==> src/rtl/led_ctrl_pkg.sv <==
// Shared definitions for the shift_tx serial transmitter: FSM state
// encodings, default frame geometry and a counter-width helper.
package led_ctrl_pkg;

  // FSM states. ST_LATCH is only reachable when SHIFT_TX_LATCH_EN is defined.
  typedef enum logic [1:0] {
    ST_IDLE  = 2'd0,
    ST_SHIFT = 2'd1,
    ST_LATCH = 2'd2,
    ST_DONE  = 2'd3
  } state_t;

  // Default frame width in bits and clk cycles per serial bit.
  localparam int DEFAULT_MSB     = 8;
  localparam int DEFAULT_CLK_DIV = 4;

  // Bits needed to count 0..n-1, never less than one bit.
  function automatic int count_width(input int n);
    return (n < 2) ? 1 : $clog2(n);
  endfunction

endpackage

==> src/rtl/shift_tx_sclk_gen.sv <==
// Serial clock generator for shift_tx: owns the per-bit divider count,
// produces the registered sclk level (low first half, high second half of
// each bit window) and the bit-end tick on the last cycle of a window.
import led_ctrl_pkg::*;

module sclk_gen #(
  parameter int CLK_DIV = DEFAULT_CLK_DIV
) (
  input  logic clk,
  input  logic reset,
  input  logic run,
  input  logic sclk_en,
  output logic sclk,
  output logic tick
);

  localparam int CW = count_width(CLK_DIV);
  localparam logic [CW-1:0] LAST_CNT = CW'(CLK_DIV - 1);
  localparam logic [CW-1:0] HALF_CNT = CW'(CLK_DIV / 2);

  logic [CW-1:0] cnt_reg;
  logic [CW-1:0] cnt_next;
  logic          sclk_reg;
  logic          sclk_next;
  logic          last_cnt;

  // Next divider count and next sclk level; sclk is computed from the count
  // the window will hold next cycle so the output comes straight from a flop.
  always_comb begin
    last_cnt  = (cnt_reg == LAST_CNT);
    cnt_next  = '0;
    sclk_next = 1'b0;
    if (run && !last_cnt) begin
      cnt_next = cnt_reg + 1'b1;
    end
    // A window end always returns sclk low; the following window starts low.
    if (sclk_en && run && !last_cnt) begin
      sclk_next = (cnt_next >= HALF_CNT);
    end
  end

  // Divider count and sclk register; reset drops sclk at once so no
  // partial pulse can follow a reset.
  always_ff @(posedge clk or negedge reset) begin
    if (!reset) begin
      cnt_reg  <= '0;
      sclk_reg <= 1'b0;
    end else begin
      cnt_reg  <= cnt_next;
      sclk_reg <= sclk_next;
    end
  end

  assign sclk = sclk_reg;
  assign tick = run && last_cnt;

endmodule

==> src/rtl/shift_tx.sv <==
// shift_tx: parallel-to-serial transmitter for a downstream shift register.
// Captures din on start, sends it MSB first with sclk/sen_n framing, then
// pulses done. Optional macro SHIFT_TX_LATCH_EN adds a CLK_DIV-cycle latch
// strobe phase between the last bit and done; without it latch is tied low.
import led_ctrl_pkg::*;

module shift_tx #(
  parameter int MSB     = DEFAULT_MSB,
  parameter int CLK_DIV = DEFAULT_CLK_DIV
) (
  input  logic           clk,
  input  logic           reset,
  input  logic           start,
  input  logic [MSB-1:0] din,
  output logic           busy,
  output logic           done,
  output logic           sclk,
  output logic           sdata,
  output logic           sen_n,
  output logic           latch
);

  localparam int BW = count_width(MSB + 1);
  localparam logic [BW-1:0] LAST_BIT = BW'(MSB - 1);

  state_t         state_reg;
  // Holds the bits not yet on the line; the bit being sent sits in sdata_reg.
  logic [MSB-2:0] shift_buf_reg;
  logic [BW-1:0]  bit_cnt_reg;
  logic           busy_reg;
  logic           done_reg;
  logic           sdata_reg;
  logic           sen_n_reg;
  logic           run;
  logic           sclk_en;
  logic           tick;
`ifdef SHIFT_TX_LATCH_EN
  logic           latch_reg;
`endif

  // The divider runs through every bit window and, if present, the latch phase.
  always_comb begin
    sclk_en = (state_reg == ST_SHIFT);
`ifdef SHIFT_TX_LATCH_EN
    run     = (state_reg == ST_SHIFT) || (state_reg == ST_LATCH);
`else
    run     = (state_reg == ST_SHIFT);
`endif
  end

  sclk_gen #(
    .CLK_DIV (CLK_DIV)
  ) u_sclk_gen (
    .clk     (clk),
    .reset   (reset),
    .run     (run),
    .sclk_en (sclk_en),
    .sclk    (sclk),
    .tick    (tick)
  );

  // Frame FSM with bit counter, shift buffer and registered status outputs.
  always_ff @(posedge clk or negedge reset) begin
    if (!reset) begin
      state_reg     <= ST_IDLE;
      shift_buf_reg <= '0;
      bit_cnt_reg   <= '0;
      busy_reg      <= 1'b0;
      done_reg      <= 1'b0;
      sdata_reg     <= 1'b0;
      sen_n_reg     <= 1'b1;
`ifdef SHIFT_TX_LATCH_EN
      latch_reg     <= 1'b0;
`endif
    end else begin
      done_reg <= 1'b0;
      case (state_reg)
        ST_IDLE: begin
          if (start) begin
            sdata_reg     <= din[MSB-1];
            shift_buf_reg <= din[MSB-2:0];
            bit_cnt_reg   <= '0;
            sen_n_reg     <= 1'b0;
            busy_reg      <= 1'b1;
            state_reg     <= ST_SHIFT;
          end
        end
        ST_SHIFT: begin
          if (tick) begin
            if (bit_cnt_reg == LAST_BIT) begin
              sdata_reg   <= 1'b0;
              sen_n_reg   <= 1'b1;
              bit_cnt_reg <= '0;
`ifdef SHIFT_TX_LATCH_EN
              latch_reg   <= 1'b1;
              state_reg   <= ST_LATCH;
`else
              done_reg    <= 1'b1;
              state_reg   <= ST_DONE;
`endif
            end else begin
              bit_cnt_reg   <= bit_cnt_reg + 1'b1;
              sdata_reg     <= shift_buf_reg[MSB-2];
              shift_buf_reg <= shift_buf_reg << 1;
            end
          end
        end
`ifdef SHIFT_TX_LATCH_EN
        ST_LATCH: begin
          if (tick) begin
            latch_reg <= 1'b0;
            done_reg  <= 1'b1;
            state_reg <= ST_DONE;
          end
        end
`endif
        ST_DONE: begin
          busy_reg  <= 1'b0;
          state_reg <= ST_IDLE;
        end
        default: begin
          busy_reg  <= 1'b0;
          sdata_reg <= 1'b0;
          sen_n_reg <= 1'b1;
`ifdef SHIFT_TX_LATCH_EN
          latch_reg <= 1'b0;
`endif
          state_reg <= ST_IDLE;
        end
      endcase
    end
  end

  assign busy  = busy_reg;
  assign done  = done_reg;
  assign sdata = sdata_reg;
  assign sen_n = sen_n_reg;
`ifdef SHIFT_TX_LATCH_EN
  assign latch = latch_reg;
`else
  assign latch = 1'b0;
`endif

endmodule

==> config.mk <==
export PLATFORM = sky130hd
export DESIGN_NAME = shift_tx
export DESIGN_NICKNAME = d
export VERILOG_FILES = /design/src/rtl/led_ctrl_pkg.sv /design/src/rtl/shift_tx_sclk_gen.sv /design/src/rtl/shift_tx.sv
export SDC_FILE = /design/constraint.sdc
export NUM_CORES = 1
export LEC_CHECK = 0
export CAP_MARGIN = 20
export CORE_UTILIZATION = 40
export CTS_BUF_LIST = sky130_fd_sc_hd__clkbuf_4 sky130_fd_sc_hd__clkbuf_8 sky130_fd_sc_hd__clkbuf_16
export DETAILED_ROUTE_END_ITERATION = 10
export PLACE_DENSITY = 0.65
export SLEW_MARGIN = 20
export SYNTH_ARGS = -nofsm -noshare
export SYNTH_HDL_FRONTEND = slang
export SYNTH_SLANG_ARGS = --single-unit
export TNS_END_PERCENT = 50
==> constraint.sdc <==
create_clock -name clk -period 2.1 [get_ports clk]
set_clock_uncertainty 0.1 [all_clocks]
set_input_delay 0.63 -clock clk [delete_from_list [all_inputs] [get_ports clk]]
set_output_delay 0.63 -clock clk [all_outputs]
set_load 0.1 [all_outputs]
After elaboration in Yosys (flattened, before gate mapping)
Cells that the tools add are included.
{"block": "classes", "add_sub_neg": 2, "order_cmp": 1, "eq_ne": 8, "mux": 27, "n_bitwise": 2, "reduce_logical": 11}
{"cell": "$mux W7", "count": 3}
{"cell": "$pmux W7 S2", "count": 1}
{"cell": "$mux W4", "count": 3}
{"cell": "$mux W1", "count": 11}
{"cell": "$reduce_and A3 Y1", "count": 3}
{"cell": "$mux W2", "count": 4}
{"cell": "$ne A2 B2 Y1 const B", "count": 4}
{"cell": "$pmux W4 S2", "count": 1}
{"cell": "$reduce_and A4 Y1", "count": 2}
{"cell": "$pmux W1 S3", "count": 2}
{"cell": "$add A4 B1 Y4 const B", "count": 1}
{"cell": "$eq A2 B2 Y1 const B", "count": 2}
{"cell": "$eq A4 B3 Y1 const B", "count": 1}
{"cell": "$pmux W2 S2", "count": 1}
{"cell": "$add A2 B1 Y2 const B", "count": 1}
{"cell": "$eq A2 B1 Y1 const B", "count": 1}
{"cell": "$ge A2 B2 Y1 const B", "count": 1}
{"cell": "$logic_and A1 B1 Y1", "count": 2}
{"cell": "$logic_not A2 Y1", "count": 1}
{"cell": "$not A1 Y1", "count": 2}
{"cell": "$pmux W1 S2", "count": 1}
{"cell": "$reduce_and A2 Y1", "count": 1}
{"cell": "$reduce_bool A2 Y1", "count": 1}
{"cell": "$logic_not A1 Y1", "count": 1}
{"block": "word_totals", "register_bits": 20, "in_bits": 11, "out_inout_bits": 6, "wordCells": 60}

Longest topological paths before layout
Gate-level depths: netlist (run 1).
{"block": "logic_depth", "word_depth": 6, "mapped_depth": 5, "ltp_nobuf": 4}

Cells and area by module
From an unflattened synthesis (run 1), not the netlist that was laid out.
{"block": "unflattened", "hier_cells": 92, "hier_area_um2": 987.2}
{"mod": "shift_tx", "n_inst": 1, "cells_each": 84, "area_per_inst_um2": 864.6, "seq_area_each_um2": 426.7}
{"mod": "sclk_gen", "n_inst": 1, "cells_each": 8, "area_per_inst_um2": 122.6, "seq_area_each_um2": 75.1}

Least setup slack after synthesis (run 1)
Ideal clock, no wire load.
{"block": "synth_path", "path_type": "reg-to-reg", "start": "register u_sclk_gen.cnt_reg[1]", "end": "register shift_buf_reg[1]", "setup_time_ns": 0.125, "t_arrival_ns": 2.036, "t_required_ns": 1.875, "path_slack_ns": -0.161, "path_stages_with_launch": 5, "n_path_buf": 0, "synth_period_minus_slack_ns": 2.261, "cell_sequence": "dfrtp_1 -> ha_1 -> nand3b_1 -> a2bb2oi_4 -> mux2_2"}
{"block": "synth_via", "elab_chain_cells": 4}
{"item": "start: declaration", "line": "shift_tx_sclk_gen.sv:21", "text": "logic [CW-1:0] cnt_reg;"}
{"item": "start signal: assignment", "line": "shift_tx_sclk_gen.sv:49", "text": "cnt_reg <= cnt_next;"}
{"item": "$eq A2 B2 Y1", "line": "shift_tx_sclk_gen.sv:30", "text": "last_cnt = (cnt_reg == LAST_CNT);"}
{"item": "$logic_and A1 B1 Y1", "line": "shift_tx_sclk_gen.sv:55", "text": "assign tick = run && last_cnt;"}
{"item": "$ne A2 B2 Y1 (no source line)"}
{"item": "$reduce_and A4 Y1 (no source line)"}
{"item": "end signal: assignment", "line": "shift_tx.sv:81", "text": "shift_buf_reg <= din[MSB-2:0];"}
{"item": "end signal: assignment", "line": "shift_tx.sv:104", "text": "shift_buf_reg <= shift_buf_reg << 1;"}
{"item": "end: declaration", "line": "shift_tx.sv:28", "text": "logic [MSB-2:0] shift_buf_reg;"}
Every way passes these cells.
A chain may end at the register's enable or synchronous reset.

Worst setup path in the final report (run 1)
{"block": "layout_path", "start": "input port start", "end": "register shift_buf_reg[1]"}
{"block": "layout_via", "elab_chain_cells": 2}
{"item": "start: declaration", "line": "shift_tx.sv:13", "text": "input logic start,"}
{"item": "$ne A2 B2 Y1 (no source line)"}
{"item": "$reduce_and A4 Y1 (no source line)"}
Every way passes these cells.

==> results of run 1 <==
## cells by family (layout without fill, tap and decap cells)
family	Yosys count	in the layout	share of synthesized area
buf+inv	9	30	0.05027
other cells	1	1	0.004072
flops	19	19	0.5177
compound gates	11	11	0.1033
fa+ha+maj	2	2	0.02717
simple gates	22	22	0.1399
mux	13	13	0.1576
## Yosys cell counts
| cell type | number | share of area |
|---|---|---|
| sky130_fd_sc_hd__nand2_1 | 4 | 0.016 |
| sky130_fd_sc_hd__nor2_1 | 3 | 0.012 |
| sky130_fd_sc_hd__nor2b_1 | 1 | 0.0068 |
| sky130_fd_sc_hd__o21ai_0 | 4 | 0.022 |
| sky130_fd_sc_hd__a2bb2oi_4 | 1 | 0.029 |
| sky130_fd_sc_hd__o211ai_1 | 1 | 0.0082 |
| sky130_fd_sc_hd__a211o_1 | 1 | 0.0095 |
| sky130_fd_sc_hd__nor3_1 | 1 | 0.0054 |
| sky130_fd_sc_hd__mux2i_1 | 1 | 0.011 |
| sky130_fd_sc_hd__o311ai_0 | 1 | 0.0095 |
| sky130_fd_sc_hd__ha_1 | 2 | 0.027 |
| sky130_fd_sc_hd__a221o_1 | 1 | 0.011 |
| sky130_fd_sc_hd__or3b_4 | 1 | 0.012 |
| sky130_fd_sc_hd__mux2_2 | 12 | 0.15 |
| sky130_fd_sc_hd__clkbuf_1 | 1 | 0.0041 |
| sky130_fd_sc_hd__buf_4 | 1 | 0.0082 |
| sky130_fd_sc_hd__nand2b_1 | 1 | 0.0068 |
| sky130_fd_sc_hd__dfrtp_1 | 18 | 0.49 |
| sky130_fd_sc_hd__buf_2 | 1 | 0.0054 |
| sky130_fd_sc_hd__and3b_1 | 1 | 0.0095 |
| sky130_fd_sc_hd__nand3b_1 | 2 | 0.016 |
| sky130_fd_sc_hd__dfstp_2 | 1 | 0.029 |
| sky130_fd_sc_hd__inv_1 | 5 | 0.020 |
| sky130_fd_sc_hd__or3_1 | 1 | 0.0068 |
| sky130_fd_sc_hd__and3_1 | 2 | 0.014 |
| sky130_fd_sc_hd__nand3_1 | 3 | 0.016 |
| sky130_fd_sc_hd__conb_1 | 1 | 0.0041 |
| sky130_fd_sc_hd__buf_6 | 1 | 0.012 |
| sky130_fd_sc_hd__nor3b_1 | 1 | 0.0082 |
| sky130_fd_sc_hd__a22o_1 | 1 | 0.0095 |
| sky130_fd_sc_hd__a21oi_1 | 1 | 0.0054 |
| sky130_fd_sc_hd__nor4b_1 | 1 | 0.0095 |
## layout make-up
type | count | area, µm² | area share
Timing Repair Buffer | 21 | 245.2 | 0.2040
Inverter | 5 | 18.77 | 0.01561
Tap cell | 28 | 35.03 | 0.02914
Clock buffer | 3 | 22.52 | 0.01873
Clock inverter | 1 | 5.005 | 0.004162
Sequential cell | 19 | 478.0 | 0.3975
Multi-Input combinational cell | 49 | 397.9 | 0.3309
## per-layer routing
metal  routed length, µm  GRT usage  part of all wire  vias to the layer above
met2                 707     0.2222              0.47                       13
met3                  73    0.03395             0.048                        2
met4                  22    0.08571             0.015                        0
met5                   0          0                 0                        -
li1                    -          -                 -                      315
met1                 710     0.1804              0.47                      308
## critical path, cell delays in order
cell	delay [ns]
sky130_fd_sc_hd__clkdlybuf4s50_1	0.48
sky130_fd_sc_hd__or3b_4	0.40
sky130_fd_sc_hd__a2bb2oi_4	0.26
sky130_fd_sc_hd__mux2_2	0.36
## stage by stage
step / TNS [ns] / total power, mW / hold WS [ns] / utilization / instance area (µm²)
CTS: 0 / 1.755 / 0.3560 / 0.5488 / 1202
global route: 0 / 1.855 / 0.3642 / 0.5488 / 1202
detailed placement: -1.577 / 1.572 / 0.3409 / 0.5363 / 1175
finish: 0 / 1.736 / 0.3522 / 0.5488 / 1202
floorplan: 0 / 1.271 / 0.2344 / - / 922.1
global placement: -1.650 / 1.550 / 0.3254 / 0.5363 / 1175
## placed cells by master (no fill, tap or decap), types with 4 or more instances in the layout
| cell | count |
|---|---|
| sky130_fd_sc_hd__mux2_2 | 12 |
| sky130_fd_sc_hd__dfrtp_1 | 17 |
| sky130_fd_sc_hd__inv_1 | 5 |
| sky130_fd_sc_hd__o21ai_0 | 4 |
| sky130_fd_sc_hd__buf_12 | 5 |
| sky130_fd_sc_hd__nand2_1 | 4 |
| sky130_fd_sc_hd__clkdlybuf4s50_1 | 10 |
| sky130_fd_sc_hd__buf_4 | 6 |
## path summary, 6_finish.rpt
| check | to | slack, ns | cells past startpoint |
|---|---|---|---|
| max in group asynchronous | state_reg[1] | 0.96 | 2 |
| worst min register to register | u_sclk_gen.cnt_reg[0] | 0.35 | 1 |
| worst max register to register | shift_buf_reg[1] | 0.29 | 4 |
| worst max-delay path | shift_buf_reg[1] | 0.05 | 4 |
| min in group asynchronous | busy | 0.47 | 1 |
| worst min-delay path | u_sclk_gen.cnt_reg[0] | 0.35 | 1 |
## report_power, final
part	switching [mW]	leakage, nW	internal, mW
Combinational	0.496	0.298	0.435
Clock	0.109	0.0177	0.0708
Sequential	0.115	0.236	0.510
Total	0.720	0.552	1.02
==> results.yml, run 1 <==
status:
  run_status: "completed"
die:
  y_dimension_of_the_die_um: 49.98
  die_area_mm2: 0.002498
  count_of_boundary_i_o_pins: 17
  fp.dieW_um: 49.98
  floorplan.rows: 17
  initial_core_util: 0.4203
  coreArea_mm2: 0.002191
setup_path:
  crit_required_ns: 2.19
  r2r-start: "u_sclk_gen.cnt_reg[1]"
  startpoint: "start"
  critPathCaptureType: "flip-flop"
  type_of_the_setup_path_with_the_least_slack: "input port to flip-flop"
  critical_path.max_fanout: 7
  arrival_ns: 2.13
  critical_path.startpoint_type: "input port"
cts:
  postCtsResizedCells: 0
  cts.clk_slew.worst_paths_ns: 0.11
  cts_setup_buffers: 0
  cts_hold_repair.buffers: 0
  cts_made_buffers: 3
  tritoncts_num_sinks: 19
  cts_tree: "done"
  clock_latency_of_the_later_clocked_register_in_the_worst_skew_pair_ns: 0.29
  root_buffer_cell: "sky130_fd_sc_hd__clkbuf_4"
  cts_max_level: 1
  clock_path_buffers: 2
yosys:
  synth_cell_type_count: 32
  syn-instance-count: 77
  syn-cell-area_um2: 920.9
  yosys_register_bits: 19
  yosys_warnings: 0
  syn_nets: 90
  synth_sequential_area_ratio: 0.5177
  syn_avg_cell_area_um2: 11.96
power:
  power.leakage_nw: 0.5522
  powerDensity_mw_per_mm2: 1443
  peakVddDrop_mv: 0.6640
final_layout:
  fin_cells: 126
  num_antenna_cells: 0
  fillCellCount: 203
  nNetsFinal: 112
  drive_gt1_frac: 0.3163
  largest_register_ffs: 7
  area_growth_pct: 30.57
hold_path:
  min-delay-path-class: "flip-flop to flip-flop"
  start_point_of_the_worst_min_delay_path: "u_sclk_gen.cnt_reg[0]"
global_route:
  antenna_found_initial: 0
  grt_usage: 0.1439
  first_global_vias: 621
  grt_start_max_net_pins: 14
  grt_overflow: 0
  wire_length_of_the_first_global_routing_pass_um: 2649
route:
  route.final.wire_length_um: 1513
  drt_first_iter_violations: 4
  drt-pass1-iter-count: 4
  via_count: 638
  ant_nets: 0
  drc: 0
  wl_per_cell_um: 12.01
  post_drt_via_cell_ratio: 5.063
timing:
  final.setup.worst_slack_ns: 0.05430
  rsz_0062_raised_after_global_routing: "no"
  period_minus_slack_ns: 2.046
  final-max-slew-violation-count: 0
  period_share: 0.9741
  fmax_mhz: 488.8
  finalSetupViolations: 0
  final_hold_viol_count: 0
run:
  max_cap_violations: 0
placement:
  post-dp-hpwl_um: 1187
  dpl_worst_slack_ns: -0.2606
  routabilityCongestion: 0.7600
  dp_cells: 122
  port-buffer-count: 15
Power figures use the tool's default switching activity.
==> run 2, diff against run 1 <==
--- a/config.mk
+++ b/config.mk
@@ -6,9 +6,11 @@
 export NUM_CORES = 1
 export LEC_CHECK = 0
 export CAP_MARGIN = 20
+export CORE_MARGIN = 1
 export CORE_UTILIZATION = 40
 export CTS_BUF_LIST = sky130_fd_sc_hd__clkbuf_4 sky130_fd_sc_hd__clkbuf_8 sky130_fd_sc_hd__clkbuf_16
 export DETAILED_ROUTE_END_ITERATION = 10
+export GPL_TIMING_DRIVEN = 0
 export PLACE_DENSITY = 0.65
 export SLEW_MARGIN = 20
 export SYNTH_ARGS = -nofsm -noshare
==> run 2 against run 1 <==
  * Die area unchanged
  * Global-route usage shrank 0.33 points
  * Via count decreased by 1.7%
  * Wire length down 6.5%
==> results.yml, run 2 (synthesized netlist as in run 1, its figures left out) <==
status:
  run_status: "completed"
placement:
  dpl_cell_area_mm2: 0.001107
  port-buffer-count: 15
  dp_cells: 120
  routabilityCongestion: 0.7799
  dpl_worst_slack_ns: -0.3737
  post-dp-hpwl_um: 1044
timing:
  slew_headroom: 0.4589
  final.setup.worst_slack_ns: 0.1290
  rsz_0062_raised_after_global_routing: "no"
  period_share: 0.9386
  final_hold_viol_count: 0
  period_minus_slack_ns: 1.971
  worstMarginPinSlew_ns: 0.8090
  fmax_mhz: 507.4
  finalSetupViolations: 0
  final-max-slew-violation-count: 0
power:
  peakVddDrop_mv: 0.7652
  powerDensity_mw_per_mm2: 1417
  power.leakage_nw: 0.5205
cts:
  cts_tree: "done"
  clock_path_buffers: 2
  cts_setup_buffers: 0
  tritoncts_num_sinks: 19
  cts_max_level: 1
  cts_made_buffers: 3
  cts.clk_slew.worst_paths_ns: 0.10
  clock_latency_of_the_later_clocked_register_in_the_worst_skew_pair_ns: 0.28
  root_buffer_cell: "sky130_fd_sc_hd__clkbuf_4"
final_layout:
  area_growth_pct: 23.37
  most_frequent_standard_cell_in_the_layout_excluding_fill_and_tap_cells: "sky130_fd_sc_hd__dfrtp_1"
  commonest_non_fill_non_tap_cells_in_the_layout: "17 x sky130_fd_sc_hd__dfrtp_1, 12 x sky130_fd_sc_hd__mux2_2, 9 x sky130_fd_sc_hd__clkdlybuf4s50_1, 5 x sky130_fd_sc_hd__inv_1"
  nNetsFinal: 110
  design_area_mm2: 0.001136
  num_antenna_cells: 0
  drive_gt1_frac: 0.2917
  fin_cells: 124
  largest_register_ffs: 7
die:
  fp.dieW_um: 49.98
  floorplan.rows: 17
  die_area_mm2: 0.002498
  initial_core_util: 0.4203
  count_of_boundary_i_o_pins: 17
  coreArea_mm2: 0.002191
  y_dimension_of_the_die_um: 49.98
setup_path:
  crit_required_ns: 1.37
  ff2ff_setup_slack_ns: 0.31
  worstSetupPathDepth: 1
  crit_slowest_cell: "sky130_fd_sc_hd__dfstp_2"
  r2r-start: "state_reg[0]"
  critPathCaptureType: "output pin"
  cp_cell_sequence: "buf_2"
  critical_path.startpoint_type: "flip-flop"
  critical_path.max_fanout: 2
  critPathMaxStageDelay_ns: 0.54
  worstRegToRegCells: 5
  reg_to_reg_end: "shift_buf_reg[4]"
  cp_top_family: "flip-flops"
  arrival_ns: 1.24
  cp_num_buf_inv: 1
  type_of_the_setup_path_with_the_least_slack: "flip-flop to output pin"
global_route:
  first_global_vias: 629
  grt_overflow: 0
  grt_start_max_net_pins: 20
  wire_length_of_the_first_global_routing_pass_um: 2615
  antenna_found_initial: 0
  grt_usage: 0.1406
route:
  wl_per_cell_um: 11.41
  route.final.wire_length_um: 1415
  ant_nets: 0
  via_count: 627
  drt_first_iter_violations: 1
  drc: 0
  drt-pass1-iter-count: 3
  post_drt_via_cell_ratio: 5.056
hold_path:
  hold-path-endpoint: "u_sclk_gen.cnt_reg[0]"
  min-delay-path-class: "flip-flop to flip-flop"
  start_point_of_the_worst_min_delay_path: "u_sclk_gen.cnt_reg[0]"
  whs_path_depth: 1
run:
  max_cap_violations: 0
-- run 2: final cells by class --
class,instances,area (µm²)
flip-flops and latches,19,478.0
multi-input cells,49,397.9
clock buffers,4,30.03
inverters,5,18.77
fillers,210,1055
repair buffers,15,148.9
well taps,28,35.03
plain buffers,4,27.53
-- run 2: repair_timing --
| action | 4_1_cts | 5_1_grt |
|---|---|---|
| resized for setup | 18 | 0 |
| hold buffers | 0 | 0 |
| setup endpoints to repair | 11 | 0 |
-- run 2: through the flow --
step	setup TNS (ns)	hold WS (ns)	util	total power, mW
floorplan	0	0.2344	-	1.271
global placement	-3.126	0.3280	0.5054	1.434
detailed placement	-3.217	0.3342	0.5054	1.456
CTS	0	0.3484	0.5186	1.634
global route	0	0.3825	0.5186	1.739
finish	0	0.3467	0.5186	1.610
-- run 2: worst max-delay path by stage --
stage | startpoint | endpoint
floorplan | u_sclk_gen.cnt_reg[1] | shift_buf_reg[1]
global placement | start | shift_buf_reg[3]
detailed placement | start | shift_buf_reg[1]
CTS | sen_n | sen_n
global route | sen_n | sen_n
finish | sen_n | sen_n
-- run 2: where the power goes --
| group | leakage, nW | total, mW | switching, mW | internal, mW |
|---|---|---|---|---|
| sequential | 0.236 | 0.584 | 0.0753 | 0.509 |
| combinational | 0.266 | 0.840 | 0.509 | 0.331 |
| clock | 0.0184 | 0.186 | 0.0995 | 0.0866 |
-- run 2: metal layers --
layer | GRT usage | part of all wire | wire (µm)
met5 | 0 | 0 | 0
met4 | 0.04286 | 0.0092 | 13
met3 | 0.03704 | 0.055 | 78
met2 | 0.2378 | 0.48 | 676
met1 | 0.1725 | 0.46 | 647
==> run 3, diff against run 2 <==
--- a/config.mk
+++ b/config.mk
@@ -7,11 +7,11 @@
 export LEC_CHECK = 0
 export CAP_MARGIN = 20
 export CORE_MARGIN = 1
-export CORE_UTILIZATION = 40
+export CORE_UTILIZATION = 50
 export CTS_BUF_LIST = sky130_fd_sc_hd__clkbuf_4 sky130_fd_sc_hd__clkbuf_8 sky130_fd_sc_hd__clkbuf_16
 export DETAILED_ROUTE_END_ITERATION = 10
 export GPL_TIMING_DRIVEN = 0
-export PLACE_DENSITY = 0.65
+export PLACE_DENSITY = 0.78
 export SLEW_MARGIN = 20
 export SYNTH_ARGS = -nofsm -noshare
 export SYNTH_HDL_FRONTEND = slang
==> run 3 against run 2 <==
  * Final cell count down 2.4%
  * Combinational power is essentially flat
  * Core utilization rose by 14 points
  * Critical path depth stayed put
  * Clock power grew 3%
  * Largest power group unchanged
  * Die area fell by 19%
  * Wire length is 5.9% higher
  * Global-route usage is 5.1 points higher
  * Sequential cell count is the same
  * Non-clock buffer count is the same
  * Worst hold slack better by 0.042 ns
==> results.yml, run 3 (synthesized netlist as in run 1, its figures left out) <==
route:
  wl_per_cell_um: 12.38
  route.final.wire_length_um: 1498
  via_count: 619
  drc: 0
  post_drt_via_cell_ratio: 5.116
  drt_first_iter_violations: 5
  drt-pass1-iter-count: 4
  ant_nets: 0
setup_path:
  cp_cell_sequence: "buf_2"
  type_of_the_setup_path_with_the_least_slack: "flip-flop to output pin"
  ff2ff_setup_slack_ns: 0.31
  critPathCaptureType: "output pin"
  crit_slowest_cell: "sky130_fd_sc_hd__dfstp_2"
  startpoint: "sen_n"
  r2r-start: "state_reg[1]"
  cp_num_buf_inv: 1
  crit_required_ns: 1.37
  critPathMaxStageDelay_ns: 0.54
  arrival_ns: 1.24
  critical_path.startpoint_type: "flip-flop"
  cp_top_family: "flip-flops"
  critical_path.max_fanout: 2
cts:
  cts_made_buffers: 3
  tritoncts_num_sinks: 19
  root_buffer_cell: "sky130_fd_sc_hd__clkbuf_4"
  cts.clk_slew.worst_paths_ns: 0.10
  cts_tree: "done"
  clock_latency_of_the_later_clocked_register_in_the_worst_skew_pair_ns: 0.28
  clock_path_buffers: 2
  cts_max_level: 1
hold_path:
  start_point_of_the_worst_min_delay_path: "u_sclk_gen.cnt_reg[0]"
  min-delay-path-class: "flip-flop to flip-flop"
die:
  die_area_mm2: 0.002017
  coreArea_mm2: 0.001727
  initial_core_util: 0.5333
  y_dimension_of_the_die_um: 44.92
  floorplan.rows: 15
  count_of_boundary_i_o_pins: 17
  fp.dieW_um: 44.92
final_layout:
  most_frequent_standard_cell_in_the_layout_excluding_fill_and_tap_cells: "sky130_fd_sc_hd__dfrtp_1"
  num_antenna_cells: 0
  fillCellCount: 154
  drive_gt1_frac: 0.2917
  final_core_utilization: 0.6558
  nNetsFinal: 110
  largest_register_ffs: 7
  commonest_non_fill_non_tap_cells_in_the_layout: "17 x sky130_fd_sc_hd__dfrtp_1, 12 x sky130_fd_sc_hd__mux2_2, 9 x sky130_fd_sc_hd__clkdlybuf4s50_1, 5 x sky130_fd_sc_hd__inv_1"
  area_growth_pct: 22.96
timing:
  whs_ns: 0.3882
  period_minus_slack_ns: 1.969
  fmax_mhz: 507.8
  finalSetupViolations: 0
  final-max-slew-violation-count: 0
  worstMarginPinSlew_ns: 0.8375
  rsz_0062_raised_after_global_routing: "no"
  final_hold_viol_count: 0
  slew_headroom: 0.4399
  period_share: 0.9377
power:
  power.leakage_nw: 0.5205
  powerDensity_mw_per_mm2: 1431
  peakVddDrop_mv: 0.7079
placement:
  post-dp-hpwl_um: 1064
  routabilityCongestion: 0.7122
  port-buffer-count: 15
global_route:
  first_global_vias: 624
  grt_overflow: 0
  grt_usage: 0.1915
  grt_start_max_net_pins: 20
  wire_length_of_the_first_global_routing_pass_um: 2691
  antenna_found_initial: 0
status:
  run_status: "completed"
run:
  max_cap_violations: 0
[run 3: cell counts in the layout (fill, tap and decap cells not counted)]
No cell type changed its count.
[run 3: final timing paths]
| kind | endpoint | cells after the start |
|---|---|---|
| worst max-delay path | sen_n | 1 |
| min in group asynchronous | done | 1 |
| worst min-delay path | u_sclk_gen.cnt_reg[0] | 1 |
| max in group asynchronous | u_sclk_gen.cnt_reg[1] | 1 |
| worst min register to register | u_sclk_gen.cnt_reg[0] | 1 |
| worst max register to register | shift_buf_reg[2] | 4 |
[run 3: final cells by class]
cell class | count | area (µm²) | share of cell area
plain buffers | 4 | 27.53 | 0.02431
clock buffers | 4 | 30.03 | 0.02652
inverters | 5 | 18.77 | 0.01657
multi-input cells | 49 | 397.9 | 0.3514
flip-flops and latches | 19 | 478.0 | 0.4221
well taps | 25 | 31.28 | 0.02762
repair buffers | 15 | 148.9 | 0.1315
[run 3: where the power goes]
group	switching, mW	total, mW	internal (mW)
Sequential	0.0777	0.587	0.509
Combinational	0.511	0.842	0.331
Clock	0.105	0.191	0.0866
[run 3: stage by stage]
| stage | power [mW] | instance area, µm² | TNS, ns | instances | setup slack (ns) |
|---|---|---|---|---|---|
| 6_report | 1.620 | 1132 | 0 | 121 | 0.1309 |
| 4_1_cts | 1.644 | 1137 | 0 | 121 | 0.005026 |
| 3_5_place_dp | 1.450 | 1104 | -2.968 | 117 | -0.3624 |
| 5_1_grt | 1.733 | 1132 | 0 | 121 | 0.1017 |
| 3_3_place_gp | 1.432 | 1104 | -2.932 | 117 | -0.3560 |
| 2_1_floorplan | 1.271 | 922.1 | 0 | 77 | 0.1297 |
[run 3: what timing repair did]
| action | CTS | global route |
|---|---|---|
| gates cloned | 0 | 0 |
| buffers inserted | 0 | 0 |
| resized for setup | 17 | 1 |
| endpoints found under the setup margin | 11 | 1 |
| hold buffers | 0 | 0 |
| pin swaps | 1 | 0 |
[run 3: per-layer routing]
layer / wire length [µm] / vias up / track usage
met1: 685 / 292 / 0.2260
met3: 38 / 2 / 0.02400
met2: 755 / 12 / 0.3441
met5: 0 / - / 0
met4: 18 / 0 / 0.09091
li1: - / 313 / -
